File: config.mk
export PLATFORM = sky130hd
export DESIGN_NAME = bubble_sort_ctrl_flat
export DESIGN_NICKNAME = d
export VERILOG_FILES = /design/src/rtl/sort_pkg.sv /design/src/rtl/bubble_sort_ctrl_if.sv /design/src/rtl/bubble_sort_ctrl.sv /design/src/flat_wrapper.sv
export SDC_FILE = /design/constraint.sdc
export NUM_CORES = 1
export LEC_CHECK = 0
export CAP_MARGIN = 0
export CORE_MARGIN = 3
export CORE_UTILIZATION = 25
export CTS_CLUSTER_SIZE = 28
export DETAILED_ROUTE_END_ITERATION = 7
export GPL_TIMING_DRIVEN = 0
export HOLD_SLACK_MARGIN = 0.12
export SLEW_MARGIN = 25
export SYNTH_ARGS = -nofsm -noshare
export SYNTH_HDL_FRONTEND = slang
export SYNTH_SLANG_ARGS = --single-unit
File: constraint.sdc
create_clock -name clk -period 2.25 [get_ports clk]
set_clock_uncertainty 0.2 [all_clocks]
set_input_delay 0.3375 -clock clk [delete_from_list [all_inputs] [get_ports clk]]
set_output_delay 0.3375 -clock clk [all_outputs]
set_load 0.01 [all_outputs]
File: src/rtl/sort_pkg.sv
// sort_pkg: shared constants and FSM state encoding for the bubble-sort sequencer.
package sort_pkg;
    localparam int DEF_ADDR_WIDTH = 2;
    localparam int N = 2 ** DEF_ADDR_WIDTH;
    typedef logic [2:0] state_t;
    localparam state_t IDLE  = 3'd0;
    localparam state_t ISSUE = 3'd1;
    localparam state_t WAIT  = 3'd2;
    localparam state_t NEXT  = 3'd3;
    localparam state_t DONE  = 3'd4;
endpackage

File: src/rtl/bubble_sort_ctrl_if.sv
// bubble_sort_ctrl_if: request side and CAS handshake of the bubble-sort sequencer.
interface bubble_sort_ctrl_if
    import sort_pkg::*;
#(
    parameter int ADDR_WIDTH = DEF_ADDR_WIDTH
);
    logic                  sort_start;
    logic                  cas_finish;
    logic                  cas_we;
    logic                  cas_start;
    logic [ADDR_WIDTH:0]   cas_i;
    logic                  busy;
    logic                  sort_done;
    logic [ADDR_WIDTH:0]   pass_count;
    modport master (
        input  sort_start, cas_finish, cas_we,
        output cas_start, cas_i, busy, sort_done, pass_count
    );
    modport slave (
        output sort_start, cas_finish, cas_we,
        input  cas_start, cas_i, busy, sort_done, pass_count
    );
endinterface

File: src/rtl/bubble_sort_ctrl.sv
// bubble_sort_ctrl: sequences compare-and-swap ops over an N-entry memory as a bubble sort
// with early exit on a swap-free pass.
module bubble_sort_ctrl
    import sort_pkg::*;
#(
    parameter int ADDR_WIDTH = DEF_ADDR_WIDTH
) (
    input  logic                clk,
    input  logic                reset,
    bubble_sort_ctrl_if.master  bus
);
    localparam int W = ADDR_WIDTH + 1;
    localparam logic [W-1:0] LAST = W'(2 ** ADDR_WIDTH - 2);

    state_t         state, state_n;
    logic [W-1:0]   cas_i, cas_i_n;
    logic [W-1:0]   limit, limit_n;
    logic [W-1:0]   pass_count, pass_count_n;
    logic           swapped, swapped_n;

    always_ff @(posedge clk) begin
        if (reset) begin
            state      <= IDLE;
            cas_i      <= '0;
            limit      <= '0;
            pass_count <= '0;
            swapped    <= 1'b0;
        end else begin
            state      <= state_n;
            cas_i      <= cas_i_n;
            limit      <= limit_n;
            pass_count <= pass_count_n;
            swapped    <= swapped_n;
        end
    end

    always_comb begin
        state_n      = state;
        cas_i_n      = cas_i;
        limit_n      = limit;
        pass_count_n = pass_count;
        swapped_n    = swapped;
        case (state)
            IDLE: if (bus.sort_start) begin
                cas_i_n      = '0;
                limit_n      = LAST;
                swapped_n    = 1'b0;
                pass_count_n = W'(1);
                state_n      = ISSUE;
            end
            ISSUE: state_n = WAIT;
            WAIT: begin
                // the write-enable seen in the finish cycle still marks a swap
                swapped_n = swapped | bus.cas_we;
                state_n   = bus.cas_finish ? NEXT : WAIT;
            end
            NEXT: if (cas_i < limit) begin
                cas_i_n = cas_i + 1'b1;
                state_n = ISSUE;
            end else if (!swapped || limit == '0) begin
                state_n = DONE;
            end else begin
                limit_n      = limit - 1'b1;
                cas_i_n      = '0;
                swapped_n    = 1'b0;
                pass_count_n = pass_count + 1'b1;
                state_n      = ISSUE;
            end
            DONE:    state_n = IDLE;
            default: state_n = IDLE;
        endcase
    end

    always_comb begin
        bus.cas_start  = state == ISSUE;
        bus.busy       = state != IDLE;
        bus.sort_done  = state == DONE;
        bus.cas_i      = cas_i;
        bus.pass_count = pass_count;
    end
endmodule
File: src/flat_wrapper.sv
// flat-port wrapper written by rule: the top's interface ports become plain ports
module bubble_sort_ctrl_flat import sort_pkg::*;
#(
    parameter int ADDR_WIDTH = DEF_ADDR_WIDTH
)
  (clk, reset, bus_sort_start, bus_cas_finish, bus_cas_we, bus_cas_start, bus_cas_i, bus_busy, bus_sort_done, bus_pass_count);
  bubble_sort_ctrl_if #(.ADDR_WIDTH(ADDR_WIDTH)) bus_i ();
  input  logic clk;
  input  logic reset;
  input wire logic [$bits(bus_i.sort_start)-1:0] bus_sort_start;
  input wire logic [$bits(bus_i.cas_finish)-1:0] bus_cas_finish;
  input wire logic [$bits(bus_i.cas_we)-1:0] bus_cas_we;
  output wire logic [$bits(bus_i.cas_start)-1:0] bus_cas_start;
  output wire logic [$bits(bus_i.cas_i)-1:0] bus_cas_i;
  output wire logic [$bits(bus_i.busy)-1:0] bus_busy;
  output wire logic [$bits(bus_i.sort_done)-1:0] bus_sort_done;
  output wire logic [$bits(bus_i.pass_count)-1:0] bus_pass_count;
  assign bus_i.sort_start = bus_sort_start;
  assign bus_i.cas_finish = bus_cas_finish;
  assign bus_i.cas_we = bus_cas_we;
  assign bus_cas_start = bus_i.cas_start;
  assign bus_cas_i = bus_i.cas_i;
  assign bus_busy = bus_i.busy;
  assign bus_sort_done = bus_i.sort_done;
  assign bus_pass_count = bus_i.pass_count;
  bubble_sort_ctrl #(.ADDR_WIDTH(ADDR_WIDTH)) u_core (.clk(clk), .reset(reset), .bus(bus_i));
endmodule
==> summary.md <==
| Metric | Value |
|---|---|
| Largest stage delay on the critical path | roughly 0.56 ns |
| Setup Crit Path Kind | reg2out |
| Avg Cell Area, Syn | around 9.1 um^2 |
| Post-synth EDFFs | 0 |
| Dpl hpwl | roughly 1200 um |
| Final Instance Area | around 950 um^2 |
| Mapped cell area | 752 um^2 |
| Uppermost routed layer | met4 |
| Yosys reg bits | 13 |
| Finish-stage setup viols | 0 |
| WL met1 | 738 um |
| Worst-case clock buffer depth | 2 |
| Total Power | between 500 and 600 uW |
| Core Box Area | 0.00281 mm^2 |
| Die Ht | 60.8 um |
| Vias in the first global route | approximately 620 |
| CP Capture Type | primary output |
| Total Routed Length | around 1600 um |
| Starting DRC count in detailed routing | 31 |
| Min Clock Period, post-route | just over 2 ns |
| Layout fillers | 301 |
| RSZ-0062 raised after global routing | false |
| Crit-path slowest cell | clkdlybuf4s50_1 |
| Final Hold Viols | 0 |
| Die area | ~0.0037 mm^2 |
| Slew Viols, Final | 0 |
| Startpoint Class | flip-flop |
| Layout Nets | approximately 110 |
| Antenna violations before repair | 0 |
| Most frequent cells in the layout | clkdlybuf4s50_1, dfxtp_1, nand2_1, nor3_1, ha_1 |
| Area grow syn2layout | 26.5% |
| Synthesized net count | 94 |
| Final Hold Slack | between 0.2 and 0.3 ns |
| Period utilisation layout | 92.4% |
| Syn Inst Count | 83 |
| Seq/Total Area, Yosys | 34.6% |
| Clk sinks | 13 |
| Vias per Instance | between 4 and 5 |
| Max Cap Viol | 0 |
| Predominant post-synthesis flop cell | dfxtp_1 |
| Initial Util | between 20% and 30% |
| Asr flop ratio synth | 0% |
| Static leakage | 0.375 nW |
| Total gr overflow | 0 |
| First-pass GRT wire length | 2710 um |
| Critical path arrival | about 1.5 ns |
| Antenna viol nets, final | 0 |
| Worst path cell trace | buf_2, nor3b_1, clkdlybuf4s50_1 |
| Placed Cells incl. Taps | between 100 and 150 |
| Clk pin slew, worst setup/hold paths | about 0.08 ns |
| Ports | 14 |
| WL per Instance | between 10 and 15 um |
| Met2 wire len | approximately 760 um |
| Hold_sp | u_core.limit[2] |
| Met3 wire length | around 76 um |
| Tot GR Track Use | roughly a tenth |
| Placed Area | roughly 920 um^2 |
| Crit path max-delay family | buffers and inverters |
| Crit path depth | 3 |
| Rel. slew slack | 64.4% |
| Post-CTS Setup Inserts | 0 |
| Reg2reg end | u_core.bus.pass_count[0] |
| Largest net degree at the start of global routing | 11 |
| Bufs and invs on worst path | 2 |
| R2R Path Start | u_core.limit[2] |
| Clk root buf | clkbuf_4 |
| Req. time, crit path | roughly 1.7 ns |
| Via count | just over 600 |
| Ys Warns | 0 |
| CP Max Fanout | 10 |
| Distinct cells, synth | 31 |
| Post-Route Setup TNS | 0 ns |
| Worst-margin pin slew | around 0.53 ns |
| Max rail drop VDD | 0.140 mV |
| Chip width | 60.8 um |
| Fin util | between 30% and 40% |
| DRT Pass-1 Iters | 2 |
| Flop2flop setup slack | ~0.22 ns |
| Cts repair resizes | 0 |
| Fmax | approximately 480 MHz |
| Critical path launch point | u_core.state[2] |
| Status | finished clean |
| Num CTS Buffers | 3 |
| Pre-CTS setup slack | -0.108 ns |
| FP Rows | 19 |
| Finished Layout Cells | 131 |
| Worst Setup EP | bus_sort_done |
| R2R depth | 8 |
| Pwr/cell area | around 600 mW/mm^2 |
| N_diodes | 0 |
| Hold buffers post-CTS | 0 |
| Worst setup margin | 0.172 ns |
| I/O Buffers | 13 |
| Tightest Hold Check Type | reg2reg |
| Share of cells above drive strength 1 | around 15% |
| CTS HTree Levels | 1 |
| CTS tree | built |
| Worst-skew pair later-pin latency | 0.28 ns |
| GP Congestion | 0.749 |
| DR DRC count | 0 |
[metal layers]
layer,up-vias,GRT usage [%]
met3,4,1.91
li1,325,-
met1,266,12.1
met5,-,0
met4,0,5.57
met2,10,15.7
[tightest hold or removal path, stage by stage, from the launching register on]
cell	delay (ns)
dfxtp_1	0.33
nand2_1	0.06
mux2i_1	0.06
[cell usage after synthesis (all sizes together) (2+ instances only)]
library cell  count  area, um^2
a21o              2        15.0
a21oi             4        20.0
a311oi            3        32.5
a31oi             2        18.8
buf               4        35.0
dfxtp            13         260
ha                6        75.1
inv               5        18.8
mux2i             3        30.0
nand2             9        33.8
nand2b            2        12.5
nand3             2        10.0
nor2              5        18.8
nor3              8        50.1
nor3b             2        15.0
xnor2             3        26.3
[layout make-up]
| type | count | area (um^2) | area share [%] |
|---|---|---|---|
| Clock buffer | 4 | 26.3 | 2.76 |
| Multi-Input combinational cell | 60 | 438 | 46.1 |
| Buffer | 5 | 38.8 | 4.08 |
| Inverter | 5 | 18.8 | 1.97 |
| Sequential cell | 13 | 260 | 27.4 |
| Tap cell | 31 | 38.8 | 4.08 |
| Timing Repair Buffer | 13 | 130 | 13.7 |
[how the worst min path moves through the flow]
stage               slack [ns]  cells after the start         endpoint
global route              0.32                      2  u_core.limit[1]
detailed placement        0.29                      2  u_core.limit[2]
floorplan                 0.22                      1  u_core.state[2]
finish                    0.29                      2  u_core.limit[2]
CTS                       0.30                      2  u_core.limit[2]
global placement          0.26                      2  u_core.limit[2]
[cell families after synthesis]
logic type                 share of synthesized area, %
xor gates and xnor gates                           3.49
buffers and inverters                              7.65
AOI/OAI and AO/OA                                  15.1
DFF                                                34.6
muxes                                              3.99
and+or+nand+nor                                    25.1
adders and majority gates                          9.98
[flip-flops by register name, indices dropped and copies added, names as in the netlist]
register and count:
u_core.swapped 1, u_core.limit 3, u_core.bus.pass_count 3, u_core.bus.cas_i 3
u_core.state 3
[power breakdown]
| part | internal (mW) | total (mW) | switching, mW |
|---|---|---|---|
| combinational | 0.0803 | 0.169 | 0.0886 |
| clock | 0.0688 | 0.143 | 0.0744 |
| sequential | 0.245 | 0.256 | 0.0110 |
Power figures use the tool's default switching activity.
